### config.mk
export PLATFORM = sky130hd
export DESIGN_NAME = deb_multi
export DESIGN_NICKNAME = d
export VERILOG_FILES = /design/src/rtl/deb_multi.sv
export SDC_FILE = /design/constraint.sdc
export NUM_CORES = 1
export LEC_CHECK = 0
export ABC_AREA = 1
export CAP_MARGIN = 10
export CELL_PAD_IN_SITES_DETAIL_PLACEMENT = 0
export CELL_PAD_IN_SITES_GLOBAL_PLACEMENT = 1
export CORE_MARGIN = 2
export CORE_UTILIZATION = 44
export CTS_CLUSTER_SIZE = 12
export DETAILED_ROUTE_END_ITERATION = 12
export PLACE_DENSITY_LB_ADDON = 0.1
export REMOVE_ABC_BUFFERS = 1
export SLEW_MARGIN = 20
export SYNTH_ARGS = -nofsm -noshare
export SYNTH_HDL_FRONTEND = slang
export SYNTH_SLANG_ARGS = --single-unit
### constraint.sdc
create_clock -name clk -period 3.2 [get_ports clk]
set_input_delay 0.64 -clock clk [delete_from_list [all_inputs] [get_ports clk]]
set_output_delay 0.64 -clock clk [all_outputs]
set_load 0.05 [all_outputs]
### src/rtl/deb_multi.sv
// Multi-channel debouncer: 2-flop synchroniser + saturating stability counter per channel.
// Optional long-press pulse enabled by defining DEB_MULTI_LONG_PRESS_EN.
module deb_multi #(
  parameter int N          = 4,
  parameter int CNT_W      = 4,
  parameter int STABLE_CNT = 15,
  parameter int LONG_W     = 8,
  parameter int LONG_CNT   = 200
) (
  input  logic         clk,
  input  logic         rst_n,
  input  logic [N-1:0] in,
  output logic [N-1:0] out,
  output logic [N-1:0] rise,
  output logic [N-1:0] fall,
  output logic [N-1:0] long
);

  localparam logic [CNT_W-1:0]  STABLE_VAL = CNT_W'(STABLE_CNT);
  localparam logic [CNT_W-1:0]  CNT_ONE    = CNT_W'(1);
  localparam logic [LONG_W-1:0] LONG_VAL   = LONG_W'(LONG_CNT);
  localparam logic [LONG_W-1:0] LONG_ONE   = LONG_W'(1);

  // Out-of-range thresholds would make the counters never reach them.
  if (N < 1 || STABLE_CNT < 1 || STABLE_CNT > (2**CNT_W - 1) ||
      LONG_CNT < 1 || LONG_CNT > (2**LONG_W - 1)) begin : g_bad_param
    $error("deb_multi: illegal parameter value");
  end

  for (genvar gi = 0; gi < N; gi++) begin : g_ch
    logic             s0_reg;
    logic             s1_reg;
    logic [CNT_W-1:0] cnt_reg;
    logic             out_reg;
    logic             rise_reg;
    logic             fall_reg;
    logic             changed;
    logic             stable;
    logic             out_next;

    assign changed  = s0_reg ^ s1_reg;
    assign stable   = (cnt_reg == STABLE_VAL);
    assign out_next = stable ? s1_reg : out_reg;

    always_ff @(posedge clk or negedge rst_n) begin
      if (!rst_n) begin
        s0_reg   <= 1'b0;
        s1_reg   <= 1'b0;
        cnt_reg  <= '0;
        out_reg  <= 1'b0;
        rise_reg <= 1'b0;
        fall_reg <= 1'b0;
      end else begin
        s0_reg <= in[gi];
        s1_reg <= s0_reg;
        if (changed) begin
          cnt_reg <= '0;
        end else if (!stable) begin
          cnt_reg <= cnt_reg + CNT_ONE;
        end
        out_reg  <= out_next;
        // Pulses are registered alongside out so they line up with the level change.
        rise_reg <= stable & s1_reg & ~out_reg;
        fall_reg <= stable & ~s1_reg & out_reg;
      end
    end

    assign out[gi]  = out_reg;
    assign rise[gi] = rise_reg;
    assign fall[gi] = fall_reg;

`ifdef DEB_MULTI_LONG_PRESS_EN
    logic [LONG_W-1:0] lc_reg;
    logic              fired_reg;
    logic              long_reg;

    always_ff @(posedge clk or negedge rst_n) begin
      if (!rst_n) begin
        lc_reg    <= '0;
        fired_reg <= 1'b0;
        long_reg  <= 1'b0;
      end else if (!out_reg) begin
        lc_reg    <= '0;
        fired_reg <= 1'b0;
        long_reg  <= 1'b0;
      end else begin
        long_reg <= 1'b0;
        if (lc_reg != LONG_VAL) begin
          lc_reg <= lc_reg + LONG_ONE;
        end else if (!fired_reg) begin
          // fired stays set until release so a held button pulses only once.
          long_reg  <= 1'b1;
          fired_reg <= 1'b1;
        end
      end
    end

    assign long[gi] = long_reg;
`else
    assign long[gi] = 1'b0;
`endif
  end

endmodule

-- Word-level counts from Yosys, hierarchy flattened
Index checks and enable logic that the tools add are counted.
- div/mod/pow operators: 0
- equality and inequality tests: 8
- bitwise gates (word level): 28
- $add $sub $neg: 4
- shifts and indexed selects: 0
- multipliers: 0
- order comparisons: 0
- reductions and logical operators: 0
- muxes and demuxes: 8
- operators by type and width (kind ; number):
    two-way mux 4 bit ; 8
    adder 4 x 1 -> 4 bit, second input constant ; 4
    AND 1 bit ; 16
    equality test 4 bit, second input constant ; 4
    inequality test 2 bit, second input constant ; 4
    NOT 1 bit ; 8
    XOR 1 bit ; 4
- register bits after elaboration: 36
- memories kept: 0
- output and inout port bits: 16
- bits in latches: 0
- input bits: 6
- bits in writable memories: 0
- memory bits (read-only): 0
- word-level logic and storage cells: 72

-- Longest topological paths before layout
- depth in word-level cells: 3
- gate-level depth with buffers: 6
- gate-level depth less buffers: 6

-- Least setup slack after synthesis
Ideal clock, no wire load.
- path type: register to output
- from: reg g_ch[0].out_reg
- to: out out[0]
- path slack: 2009 ps
- arrival time: 551 ps
- cell stages (with the launch flop): 2
- path buffers: 1
- required time: 2560 ps
- cell sequence: dfrtp_1 buf_4
- RTL lines (item ; line ; RTL):
    start: declaration ; 34 ; logic out_reg;
    start signal: assignment ; 61 ; out_reg <= out_next;
    end: declaration ; 13 ; output logic [N-1:0] out,
No word-level cell between the ends.

-- Final worst setup path
- from: reg g_ch[3].out_reg
- to: out out[3]
- RTL lines (item ; line):
    start: declaration ; 34
    start signal: assignment ; 61
No word-level cell between the ends.

==> results.rst <==
.. list-table::
   :header-rows: 1

   * - Metric
     - Value
   * - Area share of xor/xnor cells in the synthesized design
     - 0.0217
   * - Post-CTS setup buffers
     - 0
   * - Worst setup slack for register-to-register paths
     - 2.06 ns
   * - Number of remaining DRC errors
     - 0
   * - Filler Cell Count
     - 347
   * - Hold WC Path Type
     - register to register
   * - Worst path cell trace
     - clkdlybuf4s50_1
   * - Number of antenna violations at the first check in global routing
     - 0
   * - Final design instance area without fill
     - 1810 um2
   * - Cell family with the largest share of critical-path delay
     - buffers and inverters
   * - Yosys top cell area share
     - 0.557
   * - WP data required
     - 2.56 ns
   * - Worst slew margin relative to its limit
     - 0.667
   * - Mux cell area share after synthesis
     - 0
   * - Count of buffer and inverter cells on the critical path
     - 1
   * - Sequential Power Share
     - 0.578
   * - Worst-margin pin slew
     - 0.498 ns
   * - Finish-stage setup viols
     - 0
   * - Global-route wire length before repair
     - 4.43 mm
   * - Sink Count
     - 36
   * - Die Span X
     - 64.6 um
   * - Routed Antenna Nets
     - 0
   * - Crit path time final
     - 2.09 ns
   * - Pwr dens
     - 493 nW/um2
   * - Data arrival time at the worst-slack endpoint
     - 1.45 ns
   * - Buffers from clock root to sink, at most
     - 2
   * - Switching power share of the total
     - 0.260
   * - Clk root buf
     - clkbuf_8
   * - Area growth, synth to finish
     - 12.2%
   * - Placeable core region
     - 3610 um2
   * - Number of global-route vias before repair
     - 1,015
   * - Netlist area before placement
     - 1620 um2
   * - Top cells by count, synth
     - 45 x nand2_1, 36 x dfrtp_1, 20 x inv_1
   * - Worst-path clk slew
     - 0.06 ns
   * - Top-level I/O count
     - 22
   * - Power, Total
     - 0.894 mW
   * - Detailed Route Iter0 Violations
     - 46
   * - Total overflow reported by the global router
     - 0
   * - Area leader, netlist
     - dfrtp_1
   * - Number of flip-flops under the largest register name
     - 16
   * - Max-slew violation total from the final report
     - 0
   * - Simple-gate portion of the synthesized area
     - 0.206
   * - Master of the slowest instance on the critical path
     - clkdlybuf4s50_1
   * - NetSw
     - 0.232 mW
   * - Kind of launch point of the worst setup path
     - register
   * - Clk Latency, worst-skew pair
     - 0.28 ns
   * - Number of H-tree levels
     - 2
   * - Unrepaired setup endpoints after global routing
     - no
   * - Count of yosys warnings during synthesis
     - 0
   * - Element type at the critical path end
     - output port
   * - Synth Area per Inst
     - 9.29 um2
   * - Cell area after placement
     - 1750 um2
   * - Antenna Cells
     - 0
   * - Drt pass-1 iters
     - 4
   * - Placed wire-length estimate after detailed placement
     - 1.71 mm
   * - Top cells by area, synth
     - dfrtp_1 56%, nand2_1 10%, buf_4 7.4%
   * - Relative contribution of the clock network to total power
     - 0.313
   * - Height of the die
     - 64.6 um
   * - Logic gate share of total power
     - 0.109
   * - Total number of vias
     - 1,087
   * - Largest net degree at the start of global routing
     - 37
   * - Share of synthesized cell area in full adder, half adder and majority cells
     - 0.0310
   * - Most common cell in the netlist
     - nand2_1
   * - Total Wirelength
     - 2.36 mm
   * - Number of flip-flops and latches in the synthesized netlist
     - 36
   * - Setup tns final
     - 0 ns
   * - Post-DR wirelength/cell
     - 10.2 um
   * - Via count normalized by instance count
     - 4.69
   * - Count of different cell masters after synthesis
     - 15
   * - Upper clock frequency limit
     - 477 MHz
   * - Number of CTS-inserted buffers
     - 5
   * - Hold Buf Count CTS
     - 0
   * - Clock tree from TritonCTS
     - built
   * - Type of the setup path with the least slack
     - register to output port
   * - Most used DFF post-synth
     - dfrtp_1
   * - Buffers added on ports
     - 17
   * - Fraction of registers with async set/reset
     - 1.00
   * - Worst-path maximum fanout
     - 3
   * - Row count
     - 22
   * - Initial core utilization
     - 0.448
   * - Critical Path Max Stage Delay
     - 0.81 ns
   * - Hold Violations, Final
     - 0
   * - Synth Instances
     - 174
   * - Register area share after synthesis
     - 0.557
   * - Final GP Congestion
     - 0.777
   * - Layout cell share with drive strength beyond 1
     - 0.0815
   * - Compound-cell area share of the yosys netlist
     - 0.0611
   * - Post-route clock period utilization
     - 0.655
   * - Cts repair resizes
     - 0
   * - Final setup skew
     - 0.000987 ns
   * - Final nets
     - 196
   * - Post-synth EDFFs
     - 0
   * - Leak Pwr
     - 0.807 nW
   * - Largest family of logic cells by synthesized area
     - simple AND/OR/NAND/NOR gates
   * - Internal Pwr Total
     - 0.662 mW
   * - Worst-case vdd ir drop
     - 264 uV
   * - Status
     - finished clean
   * - Max-Cap Viols
     - 0
   * - GRT Resource Usage Total
     - 0.140
   * - Die ar.
     - 4180 um2
## routing by layer
| layer | share of wire | global-route usage | up-vias |
|---|---|---|---|
| met5 | 0 | 0 | - |
| met4 | 0.026 | 0.0798 | 0 |
| met3 | 0.045 | 0.0486 | 7 |
| met2 | 0.48 | 0.234 | 21 |
| met1 | 0.45 | 0.156 | 521 |
| li1 | - | - | 538 |
## cell usage in the layout, fill, tap and decap left out, types with 4 or more instances in the layout
| cell | instances |
|---|---|
| dfrtp_1 | 36 |
| conb_1 | 4 |
| a21oi_1 | 14 |
| nor2_4 | 4 |
| nor3_1 | 4 |
| clkdlybuf4s50_1 | 17 |
| o21ai_0 | 4 |
| nor2_1 | 9 |
| nand2_2 | 4 |
| ha_1 | 4 |
| nand2_1 | 45 |
| inv_1 | 20 |
| nand3_1 | 8 |
| xor2_1 | 4 |
| clkbuf_8 | 5 |
## worst paths after layout
path / from / cells past startpoint / endpoint
max in group asynchronous: rst_n / 2 / g_ch[2].cnt_reg[0]
setup / recovery: g_ch[3].out_reg / 1 / out[3]
min in group asynchronous: rst_n / 2 / g_ch[3].cnt_reg[3]
setup reg to reg: g_ch[1].cnt_reg[0] / 6 / g_ch[1].cnt_reg[0]
hold reg to reg: g_ch[1].s0_reg / 0 / g_ch[1].s1_reg
hold / removal: g_ch[1].s0_reg / 0 / g_ch[1].s1_reg
## kinds of logic (layout without fill, tap and decap cells)
logic type | after synthesis | in the layout
AO/OA/AOI/OAI | 19 | 19
XOR/XNOR | 4 | 4
adder cells (fa/ha/maj) | 4 | 4
buffers and inverters | 36 | 43
flip-flops | 36 | 36
other | 1 | 4
AND/OR/NAND/NOR | 74 | 74
## power groups by stage
stage	clock network, mW	logic (mW)	registers (mW)
2_1_floorplan	0	0.0719	0.518
5_1_grt	0.316	0.114	0.522
4_1_cts	0.294	0.0994	0.516
6_report	0.280	0.0976	0.517
3_5_place_dp	0	0.0988	0.524
3_3_place_gp	0	0.0962	0.523
## layout make-up
cell class                 instances  area, um2  share of cell area
tap                               48       60.1              0.0331
timing repair buffer              18        178              0.0979
inverter                          20       75.1              0.0414
sequential                        36        901               0.497
multi-input combinational        105        532               0.293
clock buffer                       5       68.8              0.0379
## through the flow
stage / hold slack (ns) / worst slack (ns) / instances / utilization
detailed placement: 0.386 / 1.41 / 227 / 0.484
floorplan: 0.344 / 1.95 / 161 / -
finish: 0.394 / 1.11 / 232 / 0.503
global placement: 0.378 / 1.41 / 227 / 0.484
global route: 0.411 / 1.05 / 232 / 0.503
CTS: 0.400 / 1.08 / 232 / 0.503
No activity file was read; power rests on OpenSTA's default activity.
